`config.mk`:
```
export PLATFORM = sky130hd
export DESIGN_NAME = multicycle_ctrl
export DESIGN_NICKNAME = d
export VERILOG_FILES = /design/src/rtl/multicycle_pkg.sv /design/src/rtl/multicycle_alu_decoder.sv /design/src/rtl/multicycle_ctrl.sv
export SDC_FILE = /design/constraint.sdc
export NUM_CORES = 1
export LEC_CHECK = 0
export ABC_AREA = 0
export ABC_CLOCK_PERIOD_IN_PS = 2000
export BUFFER_PORTS_ARGS = -buffer_cell sky130_fd_sc_hd__buf_2
export CELL_PAD_IN_SITES_DETAIL_PLACEMENT = 1
export CELL_PAD_IN_SITES_GLOBAL_PLACEMENT = 2
export CORE_ASPECT_RATIO = 0.8
export CORE_MARGIN = 5
export CORE_UTILIZATION = 20
export DETAILED_ROUTE_END_ITERATION = 10
export PLACE_DENSITY_LB_ADDON = 0.1
export SLEW_MARGIN = 40
export SYNTH_ARGS = -nofsm -noshare
export SYNTH_HDL_FRONTEND = slang
export SYNTH_SLANG_ARGS = --single-unit
```
`constraint.sdc`:
```
create_clock -name clk -period 2 [get_ports clk]
set_input_delay 0.2 -clock clk [delete_from_list [all_inputs] [get_ports clk]]
set_output_delay 0.2 -clock clk [all_outputs]
set_load 0.05 [all_outputs]
```
`src/rtl/multicycle_pkg.sv`:
```
// Shared definitions for the multicycle RV32 control path: FSM state
// encoding, ALU operation codes, opcode/funct3 values, datapath mux
// select codes and the branch-condition evaluator.
package multicycle_pkg;

    typedef enum logic [3:0] {
        ST_FETCH    = 4'd0,
        ST_DECODE   = 4'd1,
        ST_EXEC_R   = 4'd2,
        ST_EXEC_I   = 4'd3,
        ST_ALU_WB   = 4'd4,
        ST_MEM_ADDR = 4'd5,
        ST_MEM_RD   = 4'd6,
        ST_LD_WB    = 4'd7,
        ST_MEM_WR   = 4'd8,
        ST_BRANCH   = 4'd9,
        ST_JAL      = 4'd10,
        ST_TRAP     = 4'd11
    } state_t;

    // ALU operation select
    localparam logic [2:0] ALU_ADD = 3'b000;
    localparam logic [2:0] ALU_SUB = 3'b001;
    localparam logic [2:0] ALU_OR  = 3'b010;
    localparam logic [2:0] ALU_AND = 3'b011;
    localparam logic [2:0] ALU_SLT = 3'b100;

    // Major opcodes
    localparam logic [6:0] OP_RTYPE  = 7'b0110011;
    localparam logic [6:0] OP_ITYPE  = 7'b0010011;
    localparam logic [6:0] OP_LOAD   = 7'b0000011;
    localparam logic [6:0] OP_STORE  = 7'b0100011;
    localparam logic [6:0] OP_BRANCH = 7'b1100011;
    localparam logic [6:0] OP_JAL    = 7'b1101111;

    // ALU funct3 values
    localparam logic [2:0] F3_ADD = 3'b000;
    localparam logic [2:0] F3_SLT = 3'b010;
    localparam logic [2:0] F3_OR  = 3'b110;
    localparam logic [2:0] F3_AND = 3'b111;

    // Branch funct3 values
    localparam logic [2:0] F3_BEQ = 3'b000;
    localparam logic [2:0] F3_BNE = 3'b001;
    localparam logic [2:0] F3_BLT = 3'b100;
    localparam logic [2:0] F3_BGE = 3'b101;

    // Datapath mux select codes
    localparam logic [1:0] SRC_A_PC     = 2'b00;
    localparam logic [1:0] SRC_A_RS1    = 2'b01;
    localparam logic [1:0] SRC_A_OLDPC  = 2'b10;
    localparam logic [1:0] SRC_B_RS2    = 2'b00;
    localparam logic [1:0] SRC_B_FOUR   = 2'b01;
    localparam logic [1:0] SRC_B_IMM    = 2'b10;
    localparam logic [1:0] PC_SRC_ALU   = 2'b00;
    localparam logic [1:0] PC_SRC_ALUOUT = 2'b01;
    localparam logic [1:0] WB_ALUOUT    = 2'b00;
    localparam logic [1:0] WB_MEM       = 2'b01;
    localparam logic [1:0] WB_PC4       = 2'b10;

    // Returns {valid, taken}; the ALU has just computed rs1 - rs2, so
    // signed less-than is negative XOR overflow.
    function automatic logic [1:0] branch_eval(input logic [2:0] funct3,
                                               input logic       zero,
                                               input logic       negative,
                                               input logic       overflow);
        logic       lt;
        logic [1:0] res;
        lt  = negative ^ overflow;
        res = 2'b00;
        case (funct3)
            F3_BEQ:  res = {1'b1, zero};
            F3_BNE:  res = {1'b1, ~zero};
            F3_BLT:  res = {1'b1, lt};
            F3_BGE:  res = {1'b1, ~lt};
            default: res = 2'b00;
        endcase
        return res;
    endfunction

endpackage

```
`src/rtl/multicycle_alu_decoder.sv`:
```
// ALU operation decoder: maps funct3 (and funct7[5] for R-type) to the
// ALU select code, flagging combinations the datapath does not implement.
module alu_decoder
    import multicycle_pkg::*;
(
    input  logic [2:0] i_funct3,
    input  logic       i_funct7_5,
    input  logic       i_is_rtype,
    output logic [2:0] o_alu_sel,
    output logic       o_valid
);

    // funct7[5] selects SUB only for R-type; I-type has no SUBI
    always_comb begin
        o_alu_sel = ALU_ADD;
        o_valid   = 1'b0;
        case (i_funct3)
            F3_ADD: begin
                o_valid   = 1'b1;
                o_alu_sel = (i_is_rtype && i_funct7_5) ? ALU_SUB : ALU_ADD;
            end
            F3_SLT: begin
                o_valid   = 1'b1;
                o_alu_sel = ALU_SLT;
            end
            F3_OR: begin
                o_valid   = 1'b1;
                o_alu_sel = ALU_OR;
            end
            F3_AND: begin
                o_valid   = 1'b1;
                o_alu_sel = ALU_AND;
            end
            default: begin
                o_valid   = 1'b0;
                o_alu_sel = ALU_ADD;
            end
        endcase
    end

endmodule

```
`src/rtl/multicycle_ctrl.sv`:
```
// Main control FSM of the multicycle RV32 core. Sequences
// fetch/decode/execute/memory/writeback, drives ALU select and operand
// muxes, resolves branches from ALU flags and handshakes with the unified
// memory via mem_req/mem_ready.
module multicycle_ctrl
    import multicycle_pkg::*;
#(
    parameter bit RESET_TRAP = 1'b1
) (
    input  logic        clk,
    input  logic        rst_n,
    input  logic [31:0] instr,
    input  logic        zero,
    input  logic        negative,
    input  logic        overflow,
    input  logic        mem_ready,
    output logic        mem_req,
    output logic        mem_we,
    output logic        iord,
    output logic        ir_write,
    output logic        pc_write,
    output logic [1:0]  pc_src,
    output logic [1:0]  alu_src_a,
    output logic [1:0]  alu_src_b,
    output logic [2:0]  alu_sel,
    output logic        reg_write,
    output logic [1:0]  mem_to_reg,
    output logic        illegal_instr,
    output logic [3:0]  state_o
);

    state_t     r_state;
    // Low for the cycle following a reset edge: FETCH sits idle with all
    // strobes quiet so a reset during an access never leaves mem_req high
    // and a mem_ready still pending from the aborted access is ignored.
    logic       r_active;

    logic [6:0] w_opcode;
    logic [2:0] w_funct3;
    logic       w_funct7_5;
    logic [2:0] w_dec_sel;
    logic       w_dec_valid;
    logic [1:0] w_br;
    logic       w_br_valid;
    logic       w_br_taken;
    logic       w_unused_bits;

    assign w_opcode      = instr[6:0];
    assign w_funct3      = instr[14:12];
    assign w_funct7_5    = instr[30];
    assign w_unused_bits = ^{instr[31], instr[29:15], instr[11:7]};

    assign w_br       = branch_eval(w_funct3, zero, negative, overflow);
    assign w_br_valid = w_br[1];
    assign w_br_taken = w_br[0];

    alu_decoder u_alu_decoder (
        .i_funct3   (w_funct3),
        .i_funct7_5 (w_funct7_5),
        .i_is_rtype (r_state == ST_EXEC_R),
        .o_alu_sel  (w_dec_sel),
        .o_valid    (w_dec_valid)
    );

    // State register and next-state sequencing
    always_ff @(posedge clk) begin
        if (!rst_n) begin
            r_state  <= ST_FETCH;
            r_active <= 1'b0;
        end else begin
            r_active <= 1'b1;
            case (r_state)
                ST_FETCH: begin
                    if (r_active && mem_ready) r_state <= ST_DECODE;
                end
                ST_DECODE: begin
                    case (w_opcode)
                        OP_RTYPE:           r_state <= ST_EXEC_R;
                        OP_ITYPE:           r_state <= ST_EXEC_I;
                        OP_LOAD, OP_STORE:  r_state <= ST_MEM_ADDR;
                        OP_BRANCH:          r_state <= ST_BRANCH;
                        OP_JAL:             r_state <= ST_JAL;
                        default: begin
                            if (RESET_TRAP) r_state <= ST_TRAP;
                            else            r_state <= ST_FETCH;
                        end
                    endcase
                end
                ST_EXEC_R, ST_EXEC_I: begin
                    if (w_dec_valid)     r_state <= ST_ALU_WB;
                    else if (RESET_TRAP) r_state <= ST_TRAP;
                    else                 r_state <= ST_FETCH;
                end
                ST_ALU_WB:   r_state <= ST_FETCH;
                ST_MEM_ADDR: begin
                    if (w_opcode == OP_LOAD) r_state <= ST_MEM_RD;
                    else                     r_state <= ST_MEM_WR;
                end
                ST_MEM_RD: begin
                    if (mem_ready) r_state <= ST_LD_WB;
                end
                ST_LD_WB:    r_state <= ST_FETCH;
                ST_MEM_WR: begin
                    if (mem_ready) r_state <= ST_FETCH;
                end
                ST_BRANCH: begin
                    if (!w_br_valid && RESET_TRAP) r_state <= ST_TRAP;
                    else                           r_state <= ST_FETCH;
                end
                ST_JAL:      r_state <= ST_FETCH;
                ST_TRAP:     r_state <= ST_TRAP;
                default:     r_state <= ST_FETCH;
            endcase
        end
    end

    // Output decode from state; FETCH strobes and BRANCH pc_write also use inputs
    always_comb begin
        mem_req       = 1'b0;
        mem_we        = 1'b0;
        iord          = 1'b0;
        ir_write      = 1'b0;
        pc_write      = 1'b0;
        pc_src        = PC_SRC_ALU;
        alu_src_a     = SRC_A_PC;
        alu_src_b     = SRC_B_RS2;
        alu_sel       = ALU_ADD;
        reg_write     = 1'b0;
        mem_to_reg    = WB_ALUOUT;
        illegal_instr = 1'b0;
        case (r_state)
            ST_FETCH: begin
                if (r_active) begin
                    mem_req   = 1'b1;
                    ir_write  = mem_ready;
                    pc_write  = mem_ready;
                    alu_src_a = SRC_A_PC;
                    alu_src_b = SRC_B_FOUR;
                    alu_sel   = ALU_ADD;
                end
            end
            ST_DECODE: begin
                alu_src_a = SRC_A_OLDPC;
                alu_src_b = SRC_B_IMM;
                alu_sel   = ALU_ADD;
            end
            ST_EXEC_R: begin
                alu_src_a = SRC_A_RS1;
                alu_src_b = SRC_B_RS2;
                alu_sel   = w_dec_sel;
            end
            ST_EXEC_I: begin
                alu_src_a = SRC_A_RS1;
                alu_src_b = SRC_B_IMM;
                alu_sel   = w_dec_sel;
            end
            ST_ALU_WB: begin
                reg_write  = 1'b1;
                mem_to_reg = WB_ALUOUT;
            end
            ST_MEM_ADDR: begin
                alu_src_a = SRC_A_RS1;
                alu_src_b = SRC_B_IMM;
                alu_sel   = ALU_ADD;
            end
            ST_MEM_RD: begin
                mem_req = 1'b1;
                iord    = 1'b1;
            end
            ST_LD_WB: begin
                reg_write  = 1'b1;
                mem_to_reg = WB_MEM;
            end
            ST_MEM_WR: begin
                mem_req = 1'b1;
                mem_we  = 1'b1;
                iord    = 1'b1;
            end
            ST_BRANCH: begin
                alu_src_a = SRC_A_RS1;
                alu_src_b = SRC_B_RS2;
                alu_sel   = ALU_SUB;
                pc_src    = PC_SRC_ALUOUT;
                pc_write  = w_br_valid & w_br_taken;
            end
            ST_JAL: begin
                pc_src     = PC_SRC_ALUOUT;
                pc_write   = 1'b1;
                reg_write  = 1'b1;
                mem_to_reg = WB_PC4;
            end
            ST_TRAP: begin
                illegal_instr = 1'b1;
            end
            default: begin
                illegal_instr = 1'b0;
            end
        endcase
    end

    assign state_o = r_state;

endmodule
```
### Yosys cells after proc, flatten, opt, wreduce, memory -nomap -nowiden

Cells that the tools add are included.

| storage, ports and cells | value |
|---|---|
| register bits | 5 |
| input port bits | 38 |

| operators by class | value |
|---|---|
| bitwise gates (word level) | 4 |
| eq/ne operators | 26 |
| reduce and logical (&&, ||, !) cells | 13 |
| multiplexer cells | 28 |

Operators by type and width:

| cell | number |
|---|---|
| case mux 4 bit (8 select lines) | 1 |
| 2-to-1 mux 4 bit | 6 |
| case mux 4 bit (5 select lines) | 1 |
| equality test 4 x 3 -> 1 bit, second input constant | 4 |
| equality test 4 bit, second input constant | 4 |
| equality test 7 x 6 -> 1 bit, second input constant | 2 |
| equality test 7 bit, second input constant | 2 |
| equality test 3 bit, second input constant | 4 |
| 2-to-1 mux 1 bit | 12 |
| case mux 2 bit (2 select lines) | 3 |
| case mux 3 bit (4 select lines) | 1 |
| equality test 4 x 2 -> 1 bit, second input constant | 2 |
| case mux 2 bit (4 select lines) | 1 |
| OR reduction 2 bit | 4 |
| OR reduction 4 bit | 2 |
| equality test 7 x 2 -> 1 bit, second input constant | 1 |
| equality test 7 x 5 -> 1 bit, second input constant | 1 |
| != test 2 bit, second input constant | 3 |
| case mux 3 bit (2 select lines) | 1 |
| OR reduction 3 bit | 2 |
| equality test 4 x 1 -> 1 bit, second input constant | 1 |
| zero test 4 bit | 1 |
| equality test 3 x 1 -> 1 bit, second input constant | 1 |
| equality test 3 x 2 -> 1 bit, second input constant | 1 |
| other kinds (8) | 10 |

### Depth between registers and ports, before layout

| depth | value |
|---|---|
| word-level depth | 5 |
| mapped depth | 5 |
| gate-level depth less buffers | 4 |

### Hierarchy

Synthesis repeated with hierarchy kept, for this count alone.

| unflattened totals | value |
|---|---|
| cells, all modules | 89 |
| area total of the unflattened synthesis | 639.4 um^2 |

Modules (own cells, without submodules):

| module | instances | area an instance (um^2) | cells an instance |
|---|---|---|---|
| multicycle_ctrl | 1 | 590.6 | 83 |
| alu_decoder | 1 | 48.8 | 6 |

### Least setup slack after synthesis

No wires, ideal clock.

| timing | value |
|---|---|
| kind | register to output |
| start | register r_state[1] (netlist: state_o[1]) |
| end | output port pc_write |
| data arrival time | 2.426 ns |
| path slack | -0.626 ns |
| required time | 1.800 ns |
| stages on the path, launching flop included | 5 |
| path through | dfxtp_1 -> clkbuf_1 -> and2_0 -> a31oi_1 -> o32ai_1 |

| between the ends | value |
|---|---|
| word-level cells in the longest chain between the ends | 2 |
| elaborated cells on any way between the ends | 4 |
| those cells by class | 2 x eq/ne; 1 x mux; 1 x reduce/logical |

Ends and longest elaborated chain:

| item | line | source |
|---|---|---|
| from (decl) | multicycle_ctrl.sv:32 | `state_t r_state;` |
| from (signal assigned) | multicycle_ctrl.sv:68 | `r_state <= ST_FETCH;` |
| from (signal assigned) | multicycle_ctrl.sv:74 | `if (r_active && mem_ready) r_state <= ST_DECODE;` |
| from (signal assigned) | multicycle_ctrl.sv:78 | `OP_RTYPE: r_state <= ST_EXEC_R;` |
| equality test 4 bit / zero test 4 bit (equally long branches) | multicycle_ctrl.sv:131 | `case (r_state)` |
| case mux 1 bit (3 select lines) * | multicycle_ctrl.sv:131 |  |
| to (decl) | multicycle_ctrl.sv:21 | `output logic pc_write,` |

Every way passes the cells marked *; elsewhere a longest branch is shown, timed or not.

### Worst setup path in the final report

| timing | value |
|---|---|
| start | register r_state[2] (netlist: state_o[2]) |
| end | output port pc_write |

Same word-level chain as after synthesis.

==> flow_summary_export.csv <==
group,metric,value,unit
finish,drive_above_1_share,47.9,%
clocking,cts_tree,"built",
worst_setup_path,crit_end,"pc_write",
route,drc,0,
worst_hold_path,hold_path.startpoint,"rst_n",
placement,placed_cells,180,
synth,ys_top_cells_by_area,"dfxtp_1 (13%), nand2b_1 (5.0%), nor2_1 (4.5%), buf_6 (4.5%), a21oi_1 (4.0%)",
route,drt_iter0_drc,36,
pwr,peakVddDrop,489,uV
worst_setup_path,regToRegStartpoint,"state_o[3]",
sta,setup_viol,0,
synth,syn_nets,139,
route,via_count,901,
floorplanning,row_count,19,
route,wl,2.60,mm
synth,async_flop_share,0,%
route,routedWlPerCell,14.1,um
sta,rsz0062_at_grt,"no",
worst_setup_path,start_kind,"flop",
run_status,status,"complete, no violations",
worst_setup_path,crit_path_end_kind,"output port",
synth,synth_compound_area_share,29.2,%
synth,synth_area_leader_cell,"dfxtp_1",
clocking,root_buffer,"clkbuf_8",
synth,netlist-cell-type-count,53,
global_route,grt_use_total,10.9,%
finish,diodes,0,
synth,synth-edff-count,0,
placement,place_area,1040,um^2
synth,synthMuxAreaShare,0,%
global_route,grt_overflow_total,0,
pwr,p_leak,0.493,nW
global_route,antenna_found_initial,0,
clocking,clk_pin_slew,0.03,ns
finish,n_fill_cell,449,
worst_setup_path,arrival,1.65,ns
sta,max_freq,540,MHz
finish,fin_area,1090,um^2
placement,port_buffers,37,
finish,final_common_cell,"buf_2",
clocking,postCtsHoldBufs,0,
finish,fin_nets,181,
worst_setup_path,startpoint,"state_o[2]",
finish,final_cell_mix,"buf_2 (36), nor2_1 (8), buf_4 (7)",
worst_setup_path,cp.required,1.80,ns
sta,fin_crit_sh,92.5,%
worst_setup_path,ff2ff_setup_slack,0.49,ns
synth,ys_warn_count,0,
global_route,grt_pass1_wl,4.55,mm
run,cap_viol_max_count,0,
synth,synth_top_family_by_area,"simple AND/OR/NAND/NOR gates",
pwr,powerDensity,1370,nW/um^2
floorplanning,core_area,3520,um^2
clocking,clk_latency,0.22,ns
clocking,cts_max_path_buffers,2,
clocking,cts_sinks,5,
synth,synth_xor_area_share,3.53,%
route,via_per_inst,4.90,
synth,ys.flop_type,"dfxtp_1",
route,dr.pass1.iters,4,
synth,synth_top_area_share,13.4,%
sta,holdWs,0.153,ns
sta,slew_viol_final,0,
global_route,grt_pass1_vias,942,
sta,fin_skew,0.00220,ns
synth,synthCells,101,
sta,setup_tns,0,ns
synth,synth_seq_cells,5,
worst_setup_path,worstRegToRegCells,5,
sta,min_period,1.85,ns
worst_hold_path,holdCritPathClass,"in -> reg",
global_route,grt_max_degree,23,
finish,area_delta_synth_final,46.4,%
synth,synthAdderAreaFrac,0,%
placement,hpwl,2.10,mm
worst_setup_path,critPathKind,"reg -> out",
worst_setup_path,crit_fanout,22,
placement,gp_congestion,0.741,
synth,ys_seq_area_share,13.4,%
clocking,htreeDepth,1,
floorplanning,die_area,5050,um^2
floorplanning,die_height,64.6,um
synth,syn_area,744,um^2
finish,final_cells,184,
worst_setup_path,r2r_end,"state_o[1]",
finish,fin_util,31.0,%
synth,avgSynthCellArea,7.37,um^2
synth,yosys.area_share.simple,43.2,%
floorplanning,num_io_pins,60,
route,antenna_left,0,
floorplanning,dieWidth,78.2,um
floorplanning,start_util,21.2,%
sta,hold_viol_final,0,
clocking,cts_made_buffers,3,
cell type report:
class	instances	area [um^2]	area share (%)
multi-input cells	86	621	56.9
repair buffers	45	260	23.9
flip-flops and latches	5	104	9.53
well taps	42	52.6	4.82
clock buffers	4	45.0	4.13
inverters	2	7.51	0.689
registers in the layout, summed over array words and instances (netlist names):
register  count
state_o       4
r_active      1
stage by stage:
| stage | setup WS (ns) | power, W |
|---|---|---|
| 3_5_place_dp | 0.297 | 0.00131 |
| 3_3_place_gp | 0.296 | 0.00131 |
| 2_1_floorplan | -0.147 | 0.00105 |
| 6_report | 0.149 | 0.00149 |
| 5_1_grt | 0.0238 | 0.00160 |
| 4_1_cts | 0.0458 | 0.00151 |
power breakdown:
group / switching, W / total, W / internal, W / leakage [nW]
logic: 0.000740 / 0.00111 / 0.000366 / 0.427
clock network: 0.0000485 / 0.000185 / 0.000137 / 0.0228
registers: 0.0000663 / 0.000197 / 0.000131 / 0.0424
total: 0.000855 / 0.00149 / 0.000634 / 0.493
per-layer routing:
metal	GRT usage, %	part of all wire (%)
met1	15.2	53
met2	16.9	41
met3	3.88	6.0
met4	0.655	0
met5	0	0
what timing repair did:
| item | CTS | global route |
|---|---|---|
| setup buffers | 0 | 0 |
| setup endpoints to repair | 0 | 3 |
| endpoints found under the hold margin | 0 | 0 |
| gates resized for setup | 0 | 3 |
synthesized netlist by cell type, types with 2 or more instances:
library cell	n
clkbuf_1	2
and3b_1	2
nand2_1	5
a21oi_1	6
nor3_1	5
buf_6	3
xnor2_1	2
o21ai_0	5
inv_1	2
nor2b_1	4
nor4b_1	2
dfxtp_1	5
nor3b_1	4
nand2b_1	6
o31a_1	2
nor2_1	9
critical path, stage by stage (launching register included):
cell and delay, ns:
dfxtp_2 0.44, or4_1 0.56, o32ai_2 0.12, buf_2 0.30
kinds of logic after synthesis:
family,after synthesis
XOR/XNOR,3
other,1
AND/OR/NAND/NOR,52
flip-flops,5
AO/OA/AOI/OAI,30
buffers and inverters,10
how the worst min path moves through the flow:
stage / to / slack [ns] / cells past startpoint
after floorplan: r_active / 0.23 / 0
after global placement: r_active / 0.37 / 1
after detailed placement: r_active / 0.38 / 1
after CTS: r_active / 0.15 / 1
after global routing: r_active / 0.16 / 1
final: r_active / 0.15 / 1
(Power assumes the default switching activity.)
